--- config.mk ---
export PLATFORM = sky130hd
export DESIGN_NAME = rotary_param_ctrl
export DESIGN_NICKNAME = d
export VERILOG_FILES = /design/src/rtl/rotary_pkg.sv /design/src/rtl/rotary_param_ctrl_press_timer.sv /design/src/rtl/rotary_param_ctrl.sv
export SDC_FILE = /design/constraint.sdc
export NUM_CORES = 1
export LEC_CHECK = 0
export CAP_MARGIN = 20
export CORE_ASPECT_RATIO = 0.5
export CORE_MARGIN = 1.5
export CORE_UTILIZATION = 28
export DETAILED_ROUTE_END_ITERATION = 10
export GPL_TIMING_DRIVEN = 0
export SLEW_MARGIN = 30
export SYNTH_ARGS = -nofsm -noshare
export SYNTH_HDL_FRONTEND = slang
export SYNTH_HIERARCHICAL = 1
export SYNTH_SLANG_ARGS = --single-unit
--- constraint.sdc ---
create_clock -name clk -period 3.4 [get_ports clk]
set_input_delay 0.34 -clock clk [delete_from_list [all_inputs] [get_ports clk]]
set_output_delay 0.34 -clock clk [all_outputs]
set_load 0.03 [all_outputs]
--- src/rtl/rotary_pkg.sv ---
// rtl/rotary_pkg.sv - shared state encoding and default constants for rotary_param_ctrl
package rotary_pkg;

  typedef enum logic [2:0] {
    BROWSE   = 3'd0,
    B_PRESS  = 3'd1,
    EDIT     = 3'd2,
    E_PRESS  = 3'd3,
    WAIT_REL = 3'd4
  } state_t;

  localparam logic [7:0]  DEFAULT_VAL  = 8'h80;
  localparam logic [23:0] LONG_CYC_DEF = 24'd5_000_000;

endpackage

--- src/rtl/rotary_param_ctrl_press_timer.sv ---
// rtl/rotary_param_ctrl_press_timer.sv - saturating button-hold counter with long-press flag
module press_timer #(
  parameter int            CW    = 24,
  parameter logic [CW-1:0] LIMIT = CW'(1)
) (
  input  logic clk,
  input  logic rst_n,
  input  logic clr,
  input  logic en,
  output logic reached
);

  logic [CW-1:0] count;

  always_ff @(posedge clk or negedge rst_n) begin
    if (!rst_n) begin
      count <= '0;
    end else if (clr) begin
      count <= '0;
    end else if (en && (count != LIMIT)) begin
      count <= count + 1'b1;
    end
  end

  // Asserted in the cycle whose increment lands on LIMIT, so the owner can act on that same edge.
  assign reached = en && !clr && (count >= (LIMIT - 1'b1));

endmodule

--- src/rtl/rotary_param_ctrl.sv ---
// rtl/rotary_param_ctrl.sv - rotary encoder + button parameter browse/edit controller
module rotary_param_ctrl
  import rotary_pkg::*;
#(
  parameter int          NPARAM   = 4,
  parameter int          W        = 8,
  parameter logic [W-1:0] DEFAULT = W'(DEFAULT_VAL),
  parameter logic [23:0] LONG_CYC = LONG_CYC_DEF
) (
  input  logic                      clk,
  input  logic                      rst_n,
  input  logic                      rotary_moved,
  input  logic                      rotary_dir,
  input  logic                      btn,
  output logic [$clog2(NPARAM)-1:0] sel,
  output logic                      edit,
  output logic [NPARAM*W-1:0]       param_bus,
  output logic                      upd
);

  localparam int             SW      = $clog2(NPARAM);
  localparam logic [SW-1:0]  SEL_MAX = SW'(NPARAM - 1);
  localparam logic [W-1:0]   VAL_MAX = '1;

  state_t        state_q, state_d;
  logic [SW-1:0] sel_d;
  logic [W-1:0]  prm [NPARAM];
  logic [W-1:0]  cur, wr_val;
  logic          wr, tmr_clr, tmr_en, long_hit;
  logic          btn_q, primed, btn_rise;

  // primed masks the first cycle after reset so a button already held is not seen as a press.
  assign btn_rise = primed & btn & ~btn_q;
  assign tmr_en   = btn & ((state_q == B_PRESS) || (state_q == E_PRESS));
  assign cur      = prm[sel];

  press_timer #(
    .CW    (24),
    .LIMIT (LONG_CYC)
  ) u_timer (
    .clk     (clk),
    .rst_n   (rst_n),
    .clr     (tmr_clr),
    .en      (tmr_en),
    .reached (long_hit)
  );

  always_comb begin
    state_d = state_q;
    sel_d   = sel;
    wr      = 1'b0;
    wr_val  = cur;
    tmr_clr = 1'b0;
    case (state_q)
      BROWSE: begin
        if (btn_rise) begin
          state_d = B_PRESS;
          tmr_clr = 1'b1;
        end else if (rotary_moved) begin
          if (rotary_dir) sel_d = (sel == SEL_MAX) ? '0 : sel + 1'b1;
          else            sel_d = (sel == '0) ? SEL_MAX : sel - 1'b1;
        end
      end
      EDIT: begin
        if (btn_rise) begin
          state_d = E_PRESS;
          tmr_clr = 1'b1;
        end else if (rotary_moved) begin
          if (rotary_dir && (cur != VAL_MAX)) begin
            wr     = 1'b1;
            wr_val = cur + 1'b1;
          end else if (!rotary_dir && (cur != '0)) begin
            wr     = 1'b1;
            wr_val = cur - 1'b1;
          end
        end
      end
      B_PRESS, E_PRESS: begin
        if (!btn) begin
          state_d = (state_q == B_PRESS) ? EDIT : BROWSE;
        end else if (long_hit) begin
          wr      = 1'b1;
          wr_val  = DEFAULT;
          state_d = WAIT_REL;
        end
      end
      WAIT_REL: begin
        if (!btn) state_d = BROWSE;
      end
      default: state_d = BROWSE;
    endcase
  end

  always_ff @(posedge clk or negedge rst_n) begin
    if (!rst_n) begin
      state_q <= BROWSE;
      sel     <= '0;
      edit    <= 1'b0;
      upd     <= 1'b0;
      btn_q   <= 1'b0;
      primed  <= 1'b0;
      for (int k = 0; k < NPARAM; k++) prm[k] <= DEFAULT;
    end else begin
      state_q <= state_d;
      sel     <= sel_d;
      edit    <= (state_d == EDIT) || (state_d == E_PRESS);
      upd     <= wr;
      btn_q   <= btn;
      primed  <= 1'b1;
      if (wr) prm[sel] <= wr_val;
    end
  end

  for (genvar k = 0; k < NPARAM; k++) begin : g_bus
    assign param_bus[k*W +: W] = prm[k];
  end

endmodule

==> results.toml <==
[floorplanning]
boundaryPins = 41
die_area_sq_mm = 0.0145
die_w_um = 169
initial_utilization_pct = 28.5
row_count = 30
coreArea_sq_mm = 0.0135
die_y_um = 85.9

[yosys]
syn_inst = 346
yosysSeqAreaShare_pct = 42.4
ys_top_cells_by_area = "dfrtp_1 40%, mux2_1 5.0%, mux4_2 3.5%"
syn_avg_cell_area_sq_um = 11.1
post-synth-top-area-fraction_pct = 39.7
yosysTopAreaCell = "dfrtp_1"
async_flop_share_pct = 100
yosys.cell_count.top_type = "dfrtp_1"
syn-cell-area_sq_mm = 0.00384
yosys_warnings = 6
ys_ff_latch = 65
synth_edf_count = 0
ys_types = 73
netlist_top_cells_count = "61 x dfrtp_1, 30 x nor2_1, 24 x nand2_1, 17 x mux2_1, 14 x a21oi_1"
synth_top_flop_cell = "dfrtp_1"
synth_fp_nets = 360

[global_route]
grt_use_total_pct = 13.5
grt_pass1_wl_mm = 15.1
grt_pass1_vias = 2849
grt_overflow_total = 0
grt_max_degree = 50
antenna_found_initial = 0

[cts]
cts_root_buffer = "clkbuf_16"
clockBufferDepth = 2
clk_pin_slew_ps = 60
cts_htree_levels = 3
clk_latency_ps = 340
cts_tree = "built"
numCtsBuffers = 9
cts_sinks = 65

[sta]
finalSetupTns_ps = 0
setup_violations = 0
finalCritPeriodShare_pct = 88.3
rsz0062_at_grt = "no"
holdWs_ps = 421
hold_viol_final = 0
clock_skew_ps = 7.70
fmax_mhz = 333
slew_viol_final = 0
slew_headroom_pct = 66.0
worst_pin_slew_ps = 510
finalCriticalPeriod_ps = 3000

[place]
routabilityCongestion = 0.879
port_buffers = 40
dpl.hpwl_mm = 6.49
place_area_sq_mm = 0.00449

[hold_path]
hold_class = "in2async"

[power_and_ir_drop]
p_total_mw = 3.90
clock_power_share_pct = 24.8
pwr-share-comb_pct = 46.5
power_density_mw_per_mm2 = 804
swShare_pct = 39.1
power_switching_mw = 1.52
p_leak_nw = 1.99
seq_power_share_pct = 28.7
intPower_mw = 2.37
vdd_drop_max_v = 0.000371

[setup_path]
crit_required_ps = 3660
arrival_ps = 3270
cp-end-kind = "register"
critPathLaunchType = "register"
critical_path_class = "reg2reg"
crit_path_max_fanout = 5

[drt]
drc_errors = 0
via_count = 2963
vias_per_cell = 5.09
drt-initial-drc-count = 167
wl_mm = 9.08
ant_nets = 0
detail_route.wl_per_cell_um = 15.6
drtPass1Iterations = 4

[final_layout]
nNetsFinal = 415
syn2layout_area_growth_pct = 26.1
finalInstanceArea_sq_mm = 0.00485
drive_gt1_share_pct = 17.5
n_antenna_cell = 0
regArea_sq_mm = 0.00163
multi_input_area_sq_mm = 0.00208
fillers = 1299

[outcome]
outcome = "finished, final reports clean"

[job]
max_cap_viol_count = 0
## power groups by stage
stage,Sequential [mW],Clock (mW),Combinational (mW)
finish,1.12,0.966,1.81
global route,1.15,1.02,1.95
CTS,1.12,0.990,1.82
detailed placement,1.14,0,1.81
global placement,1.13,0,1.79
floorplan,1.40,0,0.949
## critical path: stages, from the launching register on
cell,delay (ps)
dfrtp_1,410
ha_1,240
and4_4,220
and2_2,200
nor3_1,130
o21ai_0,100
nor4bb_4,210
nand4b_1,110
buf_4,170
nand2_1,100
or3_1,320
o31a_1,110
a31oi_1,400
a22o_1,210
## cell families after synthesis
| group | synth area share [%] |
|---|---|
| XOR/XNOR | 3.64 |
| other | 0.0975 |
| AND/OR/NAND/NOR | 21.4 |
| AO/OA/AOI/OAI | 11.5 |
| multiplexers | 14.1 |
| adder cells (fa/ha/maj) | 2.93 |
| buffers and inverters | 3.94 |
| flip-flops | 42.4 |
## flip-flops by register name, summed over array words and instances (netlist names)
| register | cells |
|---|---|
| param_bus | 32 |
| primed | 1 |
| btn_q | 1 |
| edit | 1 |
| upd | 1 |
| u_timer/count | 24 |
| sel | 2 |
| state_q | 3 |
## layout by cell type (no fill, tap or decap), drive strengths merged, types with 3 or more instances in the layout
| master | netlist | final |
|---|---|---|
| nand2 | 28 | 28 |
| o21ai | 11 | 11 |
| o31ai | 3 | 3 |
| a22o | 4 | 4 |
| nand4 | 13 | 13 |
| buf | 8 | 12 |
| clkbuf | 5 | 17 |
| or3 | 8 | 8 |
| nand3 | 12 | 12 |
| nor3 | 7 | 7 |
| and2 | 3 | 3 |
| o2bb2ai | 4 | 4 |
| dfrtp | 61 | 61 |
| nor2 | 30 | 30 |
| xnor2 | 9 | 9 |
| and4 | 6 | 6 |
| dfstp | 4 | 4 |
| inv | 11 | 11 |
| clkdlybuf4s50 | 0 | 39 |
| o211ai | 4 | 4 |
| and3 | 3 | 3 |
| mux2 | 25 | 25 |
| xor2 | 7 | 7 |
| ha | 9 | 9 |
| or4 | 3 | 3 |
| a21oi | 14 | 14 |
| mux2i | 6 | 6 |
| mux4 | 8 | 8 |
| nor4 | 9 | 9 |
## area by class of cell
class,instances,area share [%]
buffer,13,2.27
clock buffer,12,5.50
clock inverter,4,1.03
inverter,11,0.852
multi-input combinational,257,42.8
sequential,65,33.7
tap,176,4.54
timing repair buffer,44,9.29
## through the flow
stage               utilization, %  cells  worst slack, ps
finish                        36.0    582              397
global route                  36.0    582              217
CTS                           35.8    580             34.1
detailed placement            33.3    563             -357
global placement              33.1    562             -315
floorplan                        -    346              548
## timing repair
action / 4_1_cts / 5_1_grt
setup endpoints to repair: 28 / 28
pin swaps: 0 / 1
buffers inserted: 0 / 2
hold buffers: 1 / 0
gates cloned: 0 / 0
hold endpoints to repair: 12 / 0
gates resized for setup: 1 / 1
## path summary, 6_finish.rpt
path | start | to | slack [ps] | cells after the start
max in group asynchronous | rst_n | u_timer/count[10] | 2470 | 3
worst max-delay path | u_timer/count[0] | param_bus[10] | 400 | 13
min in group clk | param_bus[31] | param_bus[31] | 490 | 1
worst max register to register | u_timer/count[0] | param_bus[10] | 400 | 13
worst min register to register | param_bus[31] | param_bus[31] | 490 | 1
worst min-delay path | rst_n | state_q[1] | 420 | 2
## per-layer routing
metal / vias to the layer above / GRT usage, % / share of wire [%]
li1: 1418 / - / -
met1: 1466 / 17.8 / 47
met2: 67 / 21.7 / 47
met3: 12 / 3.23 / 4.2
met4: 0 / 4.79 / 1.6
met5: - / 0 / 0
Power figures use the tool's default switching activity.
==> RTL change: new RTL, config.mk and constraints unchanged <==
`CW` is set to 24 in 2 places; all go to 48.
--- a/src/rtl/rotary_param_ctrl_press_timer.sv
+++ b/src/rtl/rotary_param_ctrl_press_timer.sv
@@ -1,5 +1,5 @@
 // rtl/rotary_param_ctrl_press_timer.sv - saturating button-hold counter with long-press flag
 module press_timer #(
-  parameter int            CW    = 24,
+  parameter int            CW    = 48,
   parameter logic [CW-1:0] LIMIT = CW'(1)
 ) (
--- a/src/rtl/rotary_param_ctrl.sv
+++ b/src/rtl/rotary_param_ctrl.sv
@@ -36,5 +36,5 @@
 
   press_timer #(
-    .CW    (24),
+    .CW    (48),
     .LIMIT (LONG_CYC)
   ) u_timer (
Formal check against the unedited RTL: same outputs for any inputs over 4 cycles, from zero or initial values and one cycle with rst_n low; that may be too few to reach the edited logic, so the function may still have changed.
==> RTL change against the original RTL <==
Global-route usage rose by 0.57 points. Critical path depth fell by 1. Sequential power increased by 25%. Area after synthesis is 35% higher. Critical endpoint is now param_bus[20]. Power grew 8.1%. Largest power group unchanged. Sequential cell count rose by 24. Worst hold slack gained 0.011 ns. Via count grew 38%. Final area rose by 29%. First-iteration DRC count grew 35%. Worst setup slack worse by 0.14 ns. Wire length rose by 38%.
==> RTL change: results (changes against the original RTL) <==
metric,value,unit,change
status,finished clean,,
vias,4076,,+38%
reg2reg_slack,0.25,ns,-0.14 ns
p_leak,0.00256,µW,+28%
grt_pass1_vias,4209,,+48%
slew_headroom,44.7,%,-21 points
drt_iter0_markers,226,,+35%
grt_max_degree,62,,+24%
hpwl,8970,µm,+38%
finalNetCount,572,,+38%
hold_slack,0.432,ns,+0.0108 ns
drive_gt1_share,14.2,%,-3.3 points
crit_path_end,param_bus[20],,
crit_arrival,3.37,ns,+0.10 ns
power_frac_comb,42.8,%,-3.7 points
swShare,38.5,%,-0.59 points
seq_area_frac_synth,43.1,%,+0.68 points
post_drt_wl_per_cell,15.8,µm,+0.99%
synthTopCellsByCount,"85 x dfrtp_1, 53 x nor2_1, 34 x nand2_1, 26 x nand4_1",,
period_needed,3.15,ns,+0.144 ns
largest_reg_flops,48,,+50%
cp_max_fo,10,,+5
skew,0.0111,ns,+0.00345 ns
crit_family,buffers and inverters,,
gp_congestion,0.831,,-5.4%
groute.usage.overall,14.0,%,+0.57 points
max_stage_delay,0.46,ns,+0.05 ns
grt_first_pass_wirelength,21600,µm,+43%
pwr-share-seq,33.2,%,+4.5 points
ys_types,76,,+4.1%
timing.rr.start,state_q[0],,
post-place-ws,-0.549,ns,-0.192 ns
ff2ff_path_depth,12,,-1
synth_fp_nets,517,,+44%
-- RTL change: cell count changes after synthesis, moves of 8 or more --
cell	delta
nand2_1	+10
a21oi_1	+9
nor2_1	+23
nand4_1	+14
or3_1	+9
nand3_1	+12
o21ai_0	+8
xor2_1	+17
dfrtp_1	+24
-- RTL change: timing repair --
item,CTS,global route
setup buffers,0,2
setup endpoints to repair,4,21
hold buffers,1,0
gates cloned,0,0
hold endpoints to repair,24,0
pin swaps,0,1
resized for setup,1,1
-- RTL change: cells by family after synthesis --
logic type                 Yosys count  share of synthesized area, %
muxes                               41                          10.9
adders and majority gates            9                          2.18
DFF                                 89                          43.1
and+or+nand+nor                    220                          25.2
other                                1                        0.0724
AOI/OAI and AO/OA                   78                          10.2
buffers and inverters               37                          3.53
xor gates and xnor gates            28                          4.74
-- RTL change: per-stage QoR --
step | utilization [%] | cells | TNS [ns]
detailed placement | 33.3 | 778 | -8.31
finish | 35.1 | 797 | 0
global route | 35.1 | 797 | 0
CTS | 35.0 | 795 | 0
global placement | 33.1 | 777 | -131.36
floorplan | - | 503 | 0
-- RTL change: final cells by class --
cell class	instances	share of cell area, %
multi-input combinational	377	44.5
sequential	89	35.8
timing repair buffer	44	7.29
tap	234	4.70
clock buffer	11	3.73
buffer	20	1.91
clock inverter	5	1.04
inverter	17	1.02
-- RTL change: metal layers --
layer	up-vias	part of all wire (%)	global-route usage [%]
li1	1983	-	-
met1	2015	48	18.4
met2	61	48	23.1
met3	17	3.0	3.09
met4	0	1.5	4.71
met5	-	0	0
